`src/rtl/uart_rx_if.sv`:
```
// Host-side signal bundle of the UART receiver: oversample tick, serial line, byte buffer and error flags.
// The master drives enable/Rx/rd_ack; the slave (receiver) drives the byte buffer, error flags and rx_busy.
interface uart_rx_if;
  logic       enable;
  logic       Rx;
  logic       rd_ack;
  logic [7:0] d_out;
  logic       rx_valid;
  logic       parity_err;
  logic       frame_err;
  logic       overrun_err;
  logic       rx_busy;

  modport master (
    output enable, Rx, rd_ack,
    input  d_out, rx_valid, parity_err, frame_err, overrun_err, rx_busy
  );

  modport slave (
    input  enable, Rx, rd_ack,
    output d_out, rx_valid, parity_err, frame_err, overrun_err, rx_busy
  );
endinterface

```
`src/rtl/uart_rx.sv`:
```
// UART receiver for start + 8 data bits (MSB first) + even parity + stop, SAMPLE enable ticks per bit.
// Handshake: rx_valid rises on commit and holds until an rd_ack seen while rx_valid=1; a commit wins over a coincident rd_ack.
module uart_rx #(
  parameter int SAMPLE = 16
) (
  input  logic       clk,
  input  logic       rst_n,
  uart_rx_if.slave   bus,
  output logic [2:0] state_dbg_o
);
  localparam int TW = $clog2(SAMPLE);
  localparam logic [TW-1:0] TICK_MID  = TW'(SAMPLE / 2 - 1);
  localparam logic [TW-1:0] TICK_LAST = TW'(SAMPLE - 1);

  typedef enum logic [2:0] {
    IDLE   = 3'd0,
    START  = 3'd1,
    DATA   = 3'd2,
    PARITY = 3'd3,
    STOP   = 3'd4
  } state_e;

  state_e        state_q, state_d;
  logic [TW-1:0] tick_q, tick_d;
  logic [2:0]    bit_q, bit_d;
  logic [7:0]    shift_q, shift_d;
  logic          par_q, par_d;
  logic          sync_q, rx_s_q;
  logic          commit;
  logic [7:0]    dout_q, dout_d;
  logic          valid_q, valid_d;
  logic          perr_q, perr_d;
  logic          ferr_q, ferr_d;
  logic          ovr_q, ovr_d;

  always_ff @(posedge clk or negedge rst_n) begin
    if (!rst_n) begin
      sync_q  <= 1'b1;
      rx_s_q  <= 1'b1;
      state_q <= IDLE;
      tick_q  <= '0;
      bit_q   <= '0;
      shift_q <= '0;
      par_q   <= 1'b0;
      dout_q  <= '0;
      valid_q <= 1'b0;
      perr_q  <= 1'b0;
      ferr_q  <= 1'b0;
      ovr_q   <= 1'b0;
    end else begin
      sync_q  <= bus.Rx;
      rx_s_q  <= sync_q;
      state_q <= state_d;
      tick_q  <= tick_d;
      bit_q   <= bit_d;
      shift_q <= shift_d;
      par_q   <= par_d;
      dout_q  <= dout_d;
      valid_q <= valid_d;
      perr_q  <= perr_d;
      ferr_q  <= ferr_d;
      ovr_q   <= ovr_d;
    end
  end

  // Frame FSM: every sample point clears tick_q, so the counter never wraps.
  always_comb begin
    state_d = state_q;
    tick_d  = tick_q;
    bit_d   = bit_q;
    shift_d = shift_q;
    par_d   = par_q;
    commit  = 1'b0;
    if (bus.enable) begin
      case (state_q)
        IDLE: begin
          if (!rx_s_q) begin
            tick_d  = '0;
            state_d = START;
          end
        end
        START: begin
          if (tick_q == TICK_MID) begin
            if (rx_s_q) begin
              state_d = IDLE;
            end else begin
              tick_d  = '0;
              bit_d   = '0;
              state_d = DATA;
            end
          end else begin
            tick_d = tick_q + TW'(1);
          end
        end
        DATA: begin
          if (tick_q == TICK_LAST) begin
            shift_d = {shift_q[6:0], rx_s_q};
            tick_d  = '0;
            if (bit_q == 3'd7) state_d = PARITY;
            else               bit_d   = bit_q + 3'd1;
          end else begin
            tick_d = tick_q + TW'(1);
          end
        end
        PARITY: begin
          if (tick_q == TICK_LAST) begin
            par_d   = rx_s_q;
            tick_d  = '0;
            state_d = STOP;
          end else begin
            tick_d = tick_q + TW'(1);
          end
        end
        STOP: begin
          if (tick_q == TICK_LAST) begin
            commit  = 1'b1;
            tick_d  = '0;
            state_d = IDLE;
          end else begin
            tick_d = tick_q + TW'(1);
          end
        end
        default: state_d = IDLE;
      endcase
    end
  end

  // Byte buffer: the stop bit is the live synchronized sample at commit time.
  always_comb begin
    dout_d  = dout_q;
    valid_d = valid_q;
    perr_d  = perr_q;
    ferr_d  = ferr_q;
    ovr_d   = ovr_q;
    if (commit) begin
      dout_d  = shift_q;
      perr_d  = (^shift_q) ^ par_q;
      ferr_d  = ~rx_s_q;
      valid_d = 1'b1;
      if (valid_q && !bus.rd_ack) ovr_d = 1'b1;
    end else if (bus.rd_ack && valid_q) begin
      valid_d = 1'b0;
      ovr_d   = 1'b0;
    end
  end

  assign bus.d_out       = dout_q;
  assign bus.rx_valid    = valid_q;
  assign bus.parity_err  = perr_q;
  assign bus.frame_err   = ferr_q;
  assign bus.overrun_err = ovr_q;
  assign bus.rx_busy     = (state_q != IDLE);
  assign state_dbg_o     = state_q;
endmodule

```
`src/flat_wrapper.sv`:
```
// flat-port wrapper written by rule: the top's interface ports become plain ports
module uart_rx_flat 
#(
  parameter int SAMPLE = 16
)
  (clk, rst_n, state_dbg_o, bus_enable, bus_Rx, bus_rd_ack, bus_d_out, bus_rx_valid, bus_parity_err, bus_frame_err, bus_overrun_err, bus_rx_busy);
  uart_rx_if bus_i ();
  input  logic clk;
  input  logic rst_n;
  output logic [2:0] state_dbg_o;
  input wire logic [$bits(bus_i.enable)-1:0] bus_enable;
  input wire logic [$bits(bus_i.Rx)-1:0] bus_Rx;
  input wire logic [$bits(bus_i.rd_ack)-1:0] bus_rd_ack;
  output wire logic [$bits(bus_i.d_out)-1:0] bus_d_out;
  output wire logic [$bits(bus_i.rx_valid)-1:0] bus_rx_valid;
  output wire logic [$bits(bus_i.parity_err)-1:0] bus_parity_err;
  output wire logic [$bits(bus_i.frame_err)-1:0] bus_frame_err;
  output wire logic [$bits(bus_i.overrun_err)-1:0] bus_overrun_err;
  output wire logic [$bits(bus_i.rx_busy)-1:0] bus_rx_busy;
  assign bus_i.enable = bus_enable;
  assign bus_i.Rx = bus_Rx;
  assign bus_i.rd_ack = bus_rd_ack;
  assign bus_d_out = bus_i.d_out;
  assign bus_rx_valid = bus_i.rx_valid;
  assign bus_parity_err = bus_i.parity_err;
  assign bus_frame_err = bus_i.frame_err;
  assign bus_overrun_err = bus_i.overrun_err;
  assign bus_rx_busy = bus_i.rx_busy;
  uart_rx #(.SAMPLE(SAMPLE)) u_core (.clk(clk), .rst_n(rst_n), .bus(bus_i), .state_dbg_o(state_dbg_o));
endmodule
```
`config.mk`:
```
export PLATFORM = sky130hd
export DESIGN_NAME = uart_rx_flat
export DESIGN_NICKNAME = d
export VERILOG_FILES = /design/src/rtl/uart_rx_if.sv /design/src/rtl/uart_rx.sv /design/src/flat_wrapper.sv
export SDC_FILE = /design/constraint.sdc
export NUM_CORES = 1
export LEC_CHECK = 0
export BUFFER_PORTS_ARGS = -buffer_cell sky130_fd_sc_hd__buf_2
export CAP_MARGIN = 10
export CORE_UTILIZATION = 59
export CTS_BUF_LIST = sky130_fd_sc_hd__clkbuf_8
export DETAILED_ROUTE_END_ITERATION = 12
export MAX_ROUTING_LAYER = met4
export PLACE_DENSITY = 0.88
export SLEW_MARGIN = 25
export SYNTH_ARGS = -nofsm -noshare
export SYNTH_HDL_FRONTEND = slang
export SYNTH_SLANG_ARGS = --single-unit
```
`constraint.sdc`:
```
create_clock -name clk -period 2.1 [get_ports clk]
set_clock_uncertainty 0.05 [all_clocks]
set_input_delay 0.21 -clock clk [delete_from_list [all_inputs] [get_ports clk]]
set_output_delay 0.21 -clock clk [all_outputs]
set_load 0.02 [all_outputs]
```
# Yosys cells after proc, flatten, opt, wreduce, memory -nomap -nowiden
# Cells that the tools add are included.
# classes
addsub	2
n_eq_ne	16
muxes	24
bitwise_logic	2
reduce_logical	16
# op_table
operator	n
$mux W3	10
$pmux W3 S5	1
$mux W4	3
$pmux W4 S3	1
$ne A2 B1 Y1 const B	5
$ne A2 B2 Y1 const B	4
$reduce_xor A8 Y1	1
$mux W1	7
$reduce_and A7 Y1	1
$eq A3 B2 Y1 const B	2
$eq A3 B3 Y1 const B	2
$pmux W3 S2	1
$reduce_and A3 Y1	2
$reduce_and A6 Y1	1
$reduce_bool A3 Y1	2
$add A4 B1 Y4 const B	1
$eq A4 B3 Y1 const B	1
$eq A4 B4 Y1 const B	1
$reduce_and A2 Y1	2
$reduce_bool A2 Y1	2
$add A3 B1 Y3 const B	1
$eq A3 B1 Y1 const B	1
$logic_not A3 Y1	1
$reduce_or A3 Y1	1
other kinds (5)	6
# word_totals
register_bits	33
inputBits	5
out_inout_bits	16
word_cells	72

# Depth between registers and ports, before layout
# depth
depth_word	6
ltp_mapped	7
depth_no_buf	6

# Least setup slack after synthesis
# Ideal clock, no wire load.
# synth_path
path_type	register to register
start	reg u_core.tick_q[0]
end	reg u_core.state_q[1] (netlist: u_core.state_dbg_o[1])
setup_time_ns	0.128
arrival_time_ns	1.587
required_ns	1.922
setup_slack_ns	0.335
path_stages_with_launch	6
n_path_buf	0
synth_period_minus_slack_ns	1.765
path_cell_list	dfrtp_1 > ha_1 > and3b_1 > o41a_1 > o211ai_2 > mux2_1
# synth_via
elab_chain_cells	3
word_cells_on_any_way	7
classes_between	eq/ne: 6; reduce/logical: 1
# synth_rtl
element	line	rtl
from (decl)	uart_rx.sv:24	logic [TW-1:0] tick_q, tick_d;
from (signal assigned)	uart_rx.sv:54	tick_q <= tick_d;
$eq A4 B4 Y1 / $eq A4 B3 Y1 (equally long branches)	-	
$ne A2 B1 Y1 (no line)	-	
$reduce_and A7 Y1 (no line) *	-	
to (signal assigned)	uart_rx.sv:53	state_q <= state_d;
to (decl)	uart_rx.sv:23	state_e state_q, state_d;
# Every way passes the cells marked *; elsewhere a longest branch is shown, timed or not.
# A chain may end at the register's enable or synchronous reset.

# Worst setup path after layout
# Ends and elaborated chain as after synthesis.

==> results.cfg <==
[run]
cap_violations = 0

[synth]
yosys.cell_types.count = 45
netlist_instances = 141
yosys-top-cells-area = dfrtp_1, mux2_1, nand2_1
syn_nets = 149
ys_seq_area_frac = 0.513
postSynthAreaPerCell_um2 = 11.5
synth_top_cell_area_share = 0.480
yosysMostFrequentCell = dfrtp_1
synth_largest_area_cell = dfrtp_1
synthArstFlopShare = 1.00
synth_edf_count = 0
yosysWarnings = 0
syn_area_mm2 = 0.00162
synth-main-ff-cell = dfrtp_1
synthTopCellsByCount = dfrtp_1, nand2_1, mux2_1, xnor2_1, o21ai_1
ys_ff_latch = 33

[setup_path]
cp_max_fo = 5
crit_type = register to register
startpoint_type = register
startpoint = u_core.tick_q[0]$_DFFE_PN0P_
r2r_cells = 5
critical_path_arrival_ns = 2.01
r2r_slack_ns = 0.21
crit_required_ns = 2.22
critPathCaptureType = register
r2r-end = u_core.state_dbg_o[1]$_DFFE_PN0P_
r2r_start = u_core.tick_q[0]$_DFFE_PN0P_

[die]
dieWidth_um = 54.3
io_pins = 21
initial_utilization = 0.640
core_mm2 = 0.00252
die_y_um = 54.3
rows = 18
die_area_mm2 = 0.00295

[sta]
max_clock_freq_mhz = 528
fin_crit_ns = 1.89
slew_violations = 0
setup_ws_ns = 0.207
whs_ns = 0.0517
rsz0062_at_grt = false
slew_headroom = 0.520
final-hold-violation-count = 0
setup_tns_ns = 0
worst_slew_pin_slew_ns = 0.720
layout_worst_path_cycle_share = 0.901
setup_viol = 0

[worst_hold_path]
min_to = u_core.bus.overrun_err$_DFFE_PN0P_
hold_depth = 2
hold_path.class = input pin to register
hp-start = bus_rd_ack

[cts]
htree_num_levels = 2
cts_made_buffers = 5
clk_pin_slew_ns = 0.07
cts_tree = built
clock_latency_ns = 0.29
clock_sinks = 33
root_buffer = clkbuf_8
clockBufferDepth = 2

[power_and_ir_drop]
p_per_area_mw_per_mm2 = 968
power_mw = 1.79
leakage_nw = 0.970
ir_drop_uv = 793

[cells_and_area]
drive_gt1_frac = 0.265
regArea_um2 = 828
nNetsFinal = 173
fill_cells = 175
stdcell_count = 196
antenna_cells = 0
final_util = 0.733
areaGrowthSynthToFinish_pct = 14.4
multi_input_comb_area_um2 = 728
finalInstanceArea_mm2 = 0.00185

[routing]
drt_iter0_drc = 22
antenna_left = 0
drcViolationCount = 0
wl_per_cell_um = 15.5
via_per_inst = 5.97
num_vias = 1170
wirelength_mm = 3.04
firstDrtPassIters = 5

[placement]
io_buffers = 20
placed_area_mm2 = 0.00173
gp_congestion = 0.916
placed_cells = 186
hpwl_mm = 2.05
place_ws_ns = 0.225

[global_routing]
grt_util_all_layers = 0.249
antenna_found_initial = 0
grt_pass1_wl_mm = 4.90
overflow = 0
grt_pass1_vias = 1061
grt_max_degree = 34

[outcome]
status = complete, no violations
## area by class of cell
class                      count  share of cell area
inverter                       4             0.00812
clock inverter                 2             0.00745
multi-input combinational     96               0.394
tap                           30              0.0203
timing repair buffer          25              0.0772
clock buffer                   6              0.0447
sequential                    33               0.448
## sequential cells by signal, summed over array words and instances (netlist names)
name,count
u_core.bit_q,3
u_core.sync_q,1
u_core.state_dbg_o,3
u_core.rx_s_q,1
u_core.shift_q,8
u_core.bus.rx_valid,1
u_core.bus.d_out,8
u_core.tick_q,4
u_core.bus.frame_err,1
u_core.bus.overrun_err,1
u_core.bus.parity_err,1
u_core.par_q,1
## worst max-delay path, cell delays in order, from the launching register on
cell	delay (ns)
dfrtp_1	0.41
ha_1	0.27
and3b_1	0.23
o41a_1	0.37
o211ai_2	0.11
mux2_1	0.35
## cells in the final DEF (no fill, tap or decap), types with 4 or more instances in the layout
cell / n
dfrtp_1: 31
clkbuf_8: 6
nand2_1: 28
mux2_1: 11
o21ai_1: 4
buf_2: 20
xnor2_1: 5
## power by group
| part | internal, mW | switching (mW) |
|---|---|---|
| registers | 0.699 | 0.0997 |
| logic | 0.216 | 0.273 |
| clock network | 0.265 | 0.235 |
## routing by layer
| metal | track usage | vias to the layer above | part of all wire |
|---|---|---|---|
| met3 | 0.0806 | 8 | 0.051 |
| met2 | 0.409 | 32 | 0.50 |
| met5 | - | - | 0 |
| met4 | 0.0855 | 0 | 0.012 |
| met1 | 0.286 | 582 | 0.43 |
| li1 | - | 548 | - |
## what timing repair did
item,4_1_cts,5_1_grt
gates resized for setup,0,0
setup buffers,0,0
hold buffers,2,0
endpoints found under the hold margin,32,0
## cells by family (layout without fill, tap and decap cells)
logic type      Yosys count  in the layout  synth area share
buf+inv                  12             37            0.0364
flops                    33             33             0.513
mux                      16             16             0.112
simple gates             45             45             0.152
xor+xnor                  8              8            0.0519
fa+ha+maj                 3              3            0.0232
compound gates           24             24             0.112
## how the worst max path moves through the flow
stage	end	slack, ns
4_1_cts	u_core.state_dbg_o[1]$_DFFE_PN0P_	0.21
2_1_floorplan	u_core.state_dbg_o[1]$_DFFE_PN0P_	0.34
3_5_place_dp	u_core.state_dbg_o[1]$_DFFE_PN0P_	0.22
3_3_place_gp	u_core.state_dbg_o[1]$_DFFE_PN0P_	0.30
5_1_grt	u_core.bit_q[1]$_DFFE_PN0P_	0.1
6_report	u_core.state_dbg_o[1]$_DFFE_PN0P_	0.21
Power figures use the tool's default switching activity.
